[src/rtl/msgdma_pkg.sv]
// Shared constants, types and helpers for the mSGDMA stream source.
package msgdma_pkg;

  localparam int unsigned DefDataW  = 32;
  localparam int unsigned DefDepth  = 16;
  localparam int unsigned DefPktLen = 8;
  localparam int unsigned DefOvfW   = 16;

  // Packet framing flags presented alongside each outgoing word.
  typedef struct packed {
    logic sop;
    logic eop;
  } frame_flags_t;

  // Width needed to hold a count from 0 to n inclusive.
  function automatic int unsigned clog2_plus1(input int unsigned n);
    return $clog2(n + 1);
  endfunction

endpackage

[src/rtl/msgdma_sync_fifo.sv]
// Show-ahead synchronous FIFO. The head word is visible whenever the FIFO is
// non-empty; occupancy is tracked explicitly so pointers need no wrap bit.
module msgdma_sync_fifo
  import msgdma_pkg::*;
#(
  parameter int unsigned DATA_W = DefDataW,
  parameter int unsigned DEPTH  = DefDepth
) (
  input  logic                            clk,
  input  logic                            reset_n,
  input  logic                            i_push,
  input  logic                            i_pop,
  input  logic                            i_flush,
  input  logic [DATA_W-1:0]               i_data,
  output logic [DATA_W-1:0]               o_data,
  output logic                            o_empty,
  output logic                            o_full,
  output logic [clog2_plus1(DEPTH)-1:0]   o_level
);

  localparam int unsigned PtrW = $clog2(DEPTH);
  localparam int unsigned LvlW = clog2_plus1(DEPTH);

  logic [DATA_W-1:0] r_mem [DEPTH];
  logic [PtrW-1:0]   r_wr_ptr;
  logic [PtrW-1:0]   r_rd_ptr;
  logic [LvlW-1:0]   r_level;
  logic              w_push;
  logic              w_pop;

  assign o_empty = (r_level == '0);
  assign o_full  = (r_level == LvlW'(DEPTH));
  assign o_level = r_level;

  // A pop frees a slot in the same cycle, so a full FIFO can still accept a push.
  assign w_pop  = i_pop & ~o_empty;
  assign w_push = i_push & (~o_full | w_pop);

  // Empty FIFO reads as zero so the data output is defined out of reset.
  assign o_data = o_empty ? '0 : r_mem[r_rd_ptr];

  // Pointer and occupancy update; flush empties the queue and wins over push/pop.
  always_ff @(posedge clk) begin
    if (!reset_n || i_flush) begin
      r_wr_ptr <= '0;
      r_rd_ptr <= '0;
      r_level  <= '0;
    end else begin
      if (w_push) r_wr_ptr <= r_wr_ptr + PtrW'(1);
      if (w_pop)  r_rd_ptr <= r_rd_ptr + PtrW'(1);
      if (w_push && !w_pop) begin
        r_level <= r_level + LvlW'(1);
      end else if (w_pop && !w_push) begin
        r_level <= r_level - LvlW'(1);
      end
    end
  end

  // Word storage; contents need no reset because an empty FIFO masks the head.
  always_ff @(posedge clk) begin
    if (reset_n && !i_flush && w_push) begin
      r_mem[r_wr_ptr] <= i_data;
    end
  end

endmodule

[src/rtl/msgdma_stream_source.sv]
// Avalon-ST source feeding an mSGDMA streaming sink. Captures sampled words into
// a show-ahead FIFO, frames them into fixed-length packets and counts drops.
module msgdma_stream_source
  import msgdma_pkg::*;
#(
  parameter int unsigned DATA_W    = DefDataW,
  parameter int unsigned DEPTH     = DefDepth,
  parameter int unsigned PKT_LEN   = DefPktLen,
  parameter int unsigned EDGE_MODE = 1,
  parameter int unsigned OVF_W     = DefOvfW
) (
  input  logic                          clk,
  input  logic                          reset_n,
  input  logic                          i_data_valid,
  input  logic [DATA_W-1:0]             i_data,
  input  logic                          i_flush,
  input  logic                          i_clear_overflow,
  output logic [DATA_W-1:0]             o_src_data,
  output logic                          o_src_valid,
  input  logic                          i_src_ready,
  output logic                          o_src_startofpacket,
  output logic                          o_src_endofpacket,
  output logic [clog2_plus1(DEPTH)-1:0] o_fill_level,
  output logic                          o_overflow,
  output logic [OVF_W-1:0]              o_overflow_count
);

  localparam int unsigned      IdxW    = (PKT_LEN > 1) ? $clog2(PKT_LEN) : 1;
  localparam logic [IdxW-1:0]  LastIdx = IdxW'(PKT_LEN - 1);

  logic              r_data_valid_d;
  logic [IdxW-1:0]   r_idx;
  logic              r_overflow;
  logic [OVF_W-1:0]  r_ovf_count;
  logic              w_cap;
  logic              w_pop;
  logic              w_drop;
  logic              w_empty;
  logic              w_full;
  frame_flags_t      w_flags;

  // Edge mode captures once per rising edge of data_valid; level mode every cycle.
  assign w_cap = (EDGE_MODE != 0) ? (i_data_valid & ~r_data_valid_d) : i_data_valid;

  assign o_src_valid = ~w_empty;
  assign w_pop       = o_src_valid & i_src_ready;
  assign w_drop      = w_cap & w_full & ~w_pop;

  msgdma_sync_fifo #(
    .DATA_W (DATA_W),
    .DEPTH  (DEPTH)
  ) u_fifo (
    .clk     (clk),
    .reset_n (reset_n),
    .i_push  (w_cap),
    .i_pop   (w_pop),
    .i_flush (i_flush),
    .i_data  (i_data),
    .o_data  (o_src_data),
    .o_empty (w_empty),
    .o_full  (w_full),
    .o_level (o_fill_level)
  );

  // Delayed data_valid for edge detection; keeps tracking through flush so an
  // edge seen during flush is consumed rather than deferred.
  always_ff @(posedge clk) begin
    if (!reset_n) begin
      r_data_valid_d <= 1'b0;
    end else begin
      r_data_valid_d <= i_data_valid;
    end
  end

  // Word-within-packet index; advances on each accepted word, restarts on flush.
  always_ff @(posedge clk) begin
    if (!reset_n || i_flush) begin
      r_idx <= '0;
    end else if (w_pop) begin
      r_idx <= (r_idx == LastIdx) ? '0 : r_idx + IdxW'(1);
    end
  end

  // Sticky overflow flag and saturating drop counter; clear beats a same-cycle drop.
  always_ff @(posedge clk) begin
    if (!reset_n || i_clear_overflow) begin
      r_overflow  <= 1'b0;
      r_ovf_count <= '0;
    end else if (w_drop) begin
      r_overflow <= 1'b1;
      if (r_ovf_count != '1) begin
        r_ovf_count <= r_ovf_count + OVF_W'(1);
      end
    end
  end

  // Framing flags follow the head word, so they hold while the sink stalls.
  always_comb begin
    w_flags     = '0;
    w_flags.sop = o_src_valid & (r_idx == '0);
    w_flags.eop = o_src_valid & (r_idx == LastIdx);
  end

  assign o_src_startofpacket = w_flags.sop;
  assign o_src_endofpacket   = w_flags.eop;
  assign o_overflow          = r_overflow;
  assign o_overflow_count    = r_ovf_count;

endmodule

[config.mk]
export PLATFORM = sky130hd
export DESIGN_NAME = msgdma_stream_source
export DESIGN_NICKNAME = d
export VERILOG_FILES = /design/src/rtl/msgdma_pkg.sv /design/src/rtl/msgdma_sync_fifo.sv /design/src/rtl/msgdma_stream_source.sv
export SDC_FILE = /design/constraint.sdc
export NUM_CORES = 1
export LEC_CHECK = 0
export CORE_ASPECT_RATIO = 1.5
export CORE_UTILIZATION = 40
export CTS_CLUSTER_DIAMETER = 120
export CTS_CLUSTER_SIZE = 10
export DETAILED_ROUTE_END_ITERATION = 8
export PLACE_DENSITY = 0.68
export SLEW_MARGIN = 25
export SYNTH_ARGS = -nofsm -noshare
export SYNTH_HDL_FRONTEND = slang
export SYNTH_HIERARCHICAL = 1
export SYNTH_SLANG_ARGS = --single-unit
[constraint.sdc]
create_clock -name clk -period 4.35 [get_ports clk]
set_input_delay 0.435 -clock clk [delete_from_list [all_inputs] [get_ports clk]]
set_output_delay 0.435 -clock clk [all_outputs]
set_load 0.01 [all_outputs]
==> flow_summary.toml <==
[logic_synthesis]
synthCells = 1038
ys_seq_elements = 550
async_reset_ff_share_pct = 0
yosysTopAreaCell = "edfxtp_1"
synth-adder-area-share_pct = 0.851
synth-edff-count = 512
syn_nets = 1090
synth_top_family_by_area = "multiplexers"
synth_most_common_cell = "edfxtp_1"
synth-xor-area-share_pct = 0.286
avgSynthCellArea_um2 = 20.7
synth_compound_area_share_pct = 2.91
yosys.cell_types.count = 56
ys_seq_area_share_pct = 75.2
synthFlopType = "edfxtp_1"
synth.area.mux_share_pct = 15.1
synth_area_leaders = "edfxtp_1, mux4_2, dfxtp_1, mux2i_1, a221o_1"
yosys_warnings = 6
synthesis.area_um2 = 21500
synth_top_area_share_pct = 71.6
synth-simple-area-share_pct = 4.02
synth_common_cells = "edfxtp_1, mux4_2, nor3_1"

[pwr]
sw_frac_of_total_pct = 20.8
p_comb_share_pct = 5.8
peakVddDrop_mv = 0.328
p_leak_nw = 7.49
p_sw_mw = 2.26
p_per_area_nw_per_um2 = 432
p_seq_share_pct = 53.7
p_clk_share_pct = 40.5
internal-power_mw = 8.58

[worst_setup_path]
arrival_ns = 3.63
start_kind = "register"
critPathRequiredTime_ns = 3.91
cpMaxStageDelayCell = "nor3b_4"
end_kind = "output port"
crit_fanout = 20
slowest_delay_ns = 0.70
crit_chain = "or4_1 > nor2_8 > nor3b_4 > buf_4 > a221o_1 > clkdlybuf4s50_1"
critPathKind = "register to output port"

[drt]
firstDrtPassIters = 5
detail_route.wl_per_cell_um = 24.2
drc = 0
drtIter0Drc = 815
drtAntennaViolNets = 0
num_vias = 10500
routed_wirelength_mm = 45.6
vias_per_cell = 5.58

[cells_and_area]
layout.nets = 1227
fillCellCount = 4333
finish.instance_area_um2 = 25100
fin_cells = 1883
diodes = 0
drive_gt1_share_pct = 20.9
syn_to_final_growth_pct = 16.8

[global_route]
grt_pass1_vias = 11500
antenna_found_initial = 3
globalRoute.totalOverflow = 0
track_usage_pct = 17.1
grt_max_degree = 42
grt_pass1_wl_mm = 69.9

[clock_network]
clock_path_buffers = 3
clock_sinks = 550
cts_made_buffers = 60
clk-insertion-delay-late_ns = 0.59
ctsHtreeMaxLevel = 2
post-cts-setup-buffer-count = 0
cts_tree = "done"
clock-root-buffer = "clkbuf_16"
path_clk_slew_ns = 0.06
holdBufCountCts = 0
cts_resized = 0

[timing]
final-setup-viol-count = 0
setup_tns_ns = 0
maxSlewHeadroom_pct = 45.9
period_share_pct = 93.5
rsz0062_at_grt = "no"
finalMaxSlewViolations = 0
finalHoldViolCount = 0
worstMarginPinSlew_ns = 0.811
max_freq_mhz = 246
finalClockSkew_ns = 0.0226
min_period_ns = 4.07

[floorplanning]
rows = 103
io_pins = 95
dieArea_um2 = 54600
start_util_pct = 40.6
core_um2 = 52800
fp.dieH_um = 286
die_x_um = 191

[job]
drv_cap = 0

[hold_path]
hold_class = "primary input to register"

[placed_design]
placed_area_um2 = 23400
dp.cells = 1795
port_buffers = 94
hpwl_mm = 26.5
place.gp.congestion = 0.825

[status]
outcome = "completed"
[per-stage QoR]
stage	power, mW	hold slack (ns)	util (%)	setup slack (ns)
2_1_floorplan	6.24	0.453	-	0.643
3_3_place_gp	6.55	0.463	44.3	0.785
3_5_place_dp	6.57	0.467	44.4	0.668
4_1_cts	10.9	0.448	47.4	0.207
5_1_grt	11.2	0.483	47.4	0.142
6_report	10.8	0.471	47.4	0.282
[power by group through the flow]
stage	clock, mW	sequential (mW)	combinational (mW)
after detailed placement	0	5.93	0.642
after CTS	4.47	5.82	0.642
after global routing	4.66	5.82	0.680
after floorplan	0	5.92	0.319
after global placement	0	5.92	0.629
final	4.39	5.82	0.627
[cell type report]
type	instances	area, um^2	share of cell area (%)
tap	682	853	3.40
inverter	11	43.8	0.175
timing repair buffer	127	1300	5.20
clock inverter	2	25.0	0.0998
multi-input combinational	425	5090	20.3
sequential	550	16100	64.4
clock buffer	86	1600	6.38
[placed cells by master (no fill, tap or decap), types with 3 or more instances in the layout]
master             n
nor4_1             6
nand2_1           24
a221o_1           32
edfxtp_1         512
xnor2_1            3
nand4_1            6
a21oi_1           15
nand3_1           11
nor2b_1            3
nor2_4            17
dfxtp_1           35
inv_1              9
mux2i_1           36
nand2b_1           4
buf_12             7
or4_1              9
clkbuf_16         60
xor2_1             4
mux4_2           128
clkbuf_1          26
nor3_1            43
buf_4             24
nor2_1            22
ha_1              13
a31oi_1            5
o31ai_1            4
o21ai_0            6
or3_1              4
clkdlybuf4s50_1   94
[path summary, 6_finish.rpt]
check                            startpoint                             end  slack [ns]  cells past startpoint
min                            i_data_valid       r_data_valid_d$_SDFF_PN0_        0.47                      2
min reg2reg           r_idx[1]$_SDFFE_PP0P_           r_idx[1]$_SDFFE_PP0P_        0.48                      2
max          u_fifo/o_level[0]$_SDFFE_PP0P_                  o_src_data[18]        0.28                      6
max reg2reg  u_fifo/o_level[0]$_SDFFE_PP0P_  u_fifo/o_level[4]$_SDFFE_PP0P_        0.65                     13
[cells by family after synthesis]
group,after synthesis
adder cells (fa/ha/maj),14
AO/OA/AOI/OAI,77
flip-flops,550
AND/OR/NAND/NOR,163
buffers and inverters,63
XOR/XNOR,7
multiplexers,164
[critical path, delay by kind of cell, from the launching register on]
family	cells	cell delay, ns
simple gates	3	1.25
compound gates	1	0.25
flops	1	0.46
buf+inv	2	1.05
[state kept, by name, summed over array words and instances (netlist names), named ones only]
name / cells
u_fifo/r_mem: 512
o_overflow_count: 16
u_fifo/o_level: 5
u_fifo/r_rd_ptr: 4
u_fifo/r_wr_ptr: 4
r_idx: 3
o_overflow: 1
r_data_valid_d: 1
[per-layer routing]
layer / part of all wire (%) / up-vias / global-route usage (%)
met5: 0.075 / - / 0
met4: 2.2 / 6 / 5.14
met3: 5.2 / 73 / 2.93
met2: 54 / 302 / 31.0
met1: 39 / 5533 / 20.6
li1: - / 4592 / -
(Power assumes the default switching activity.)
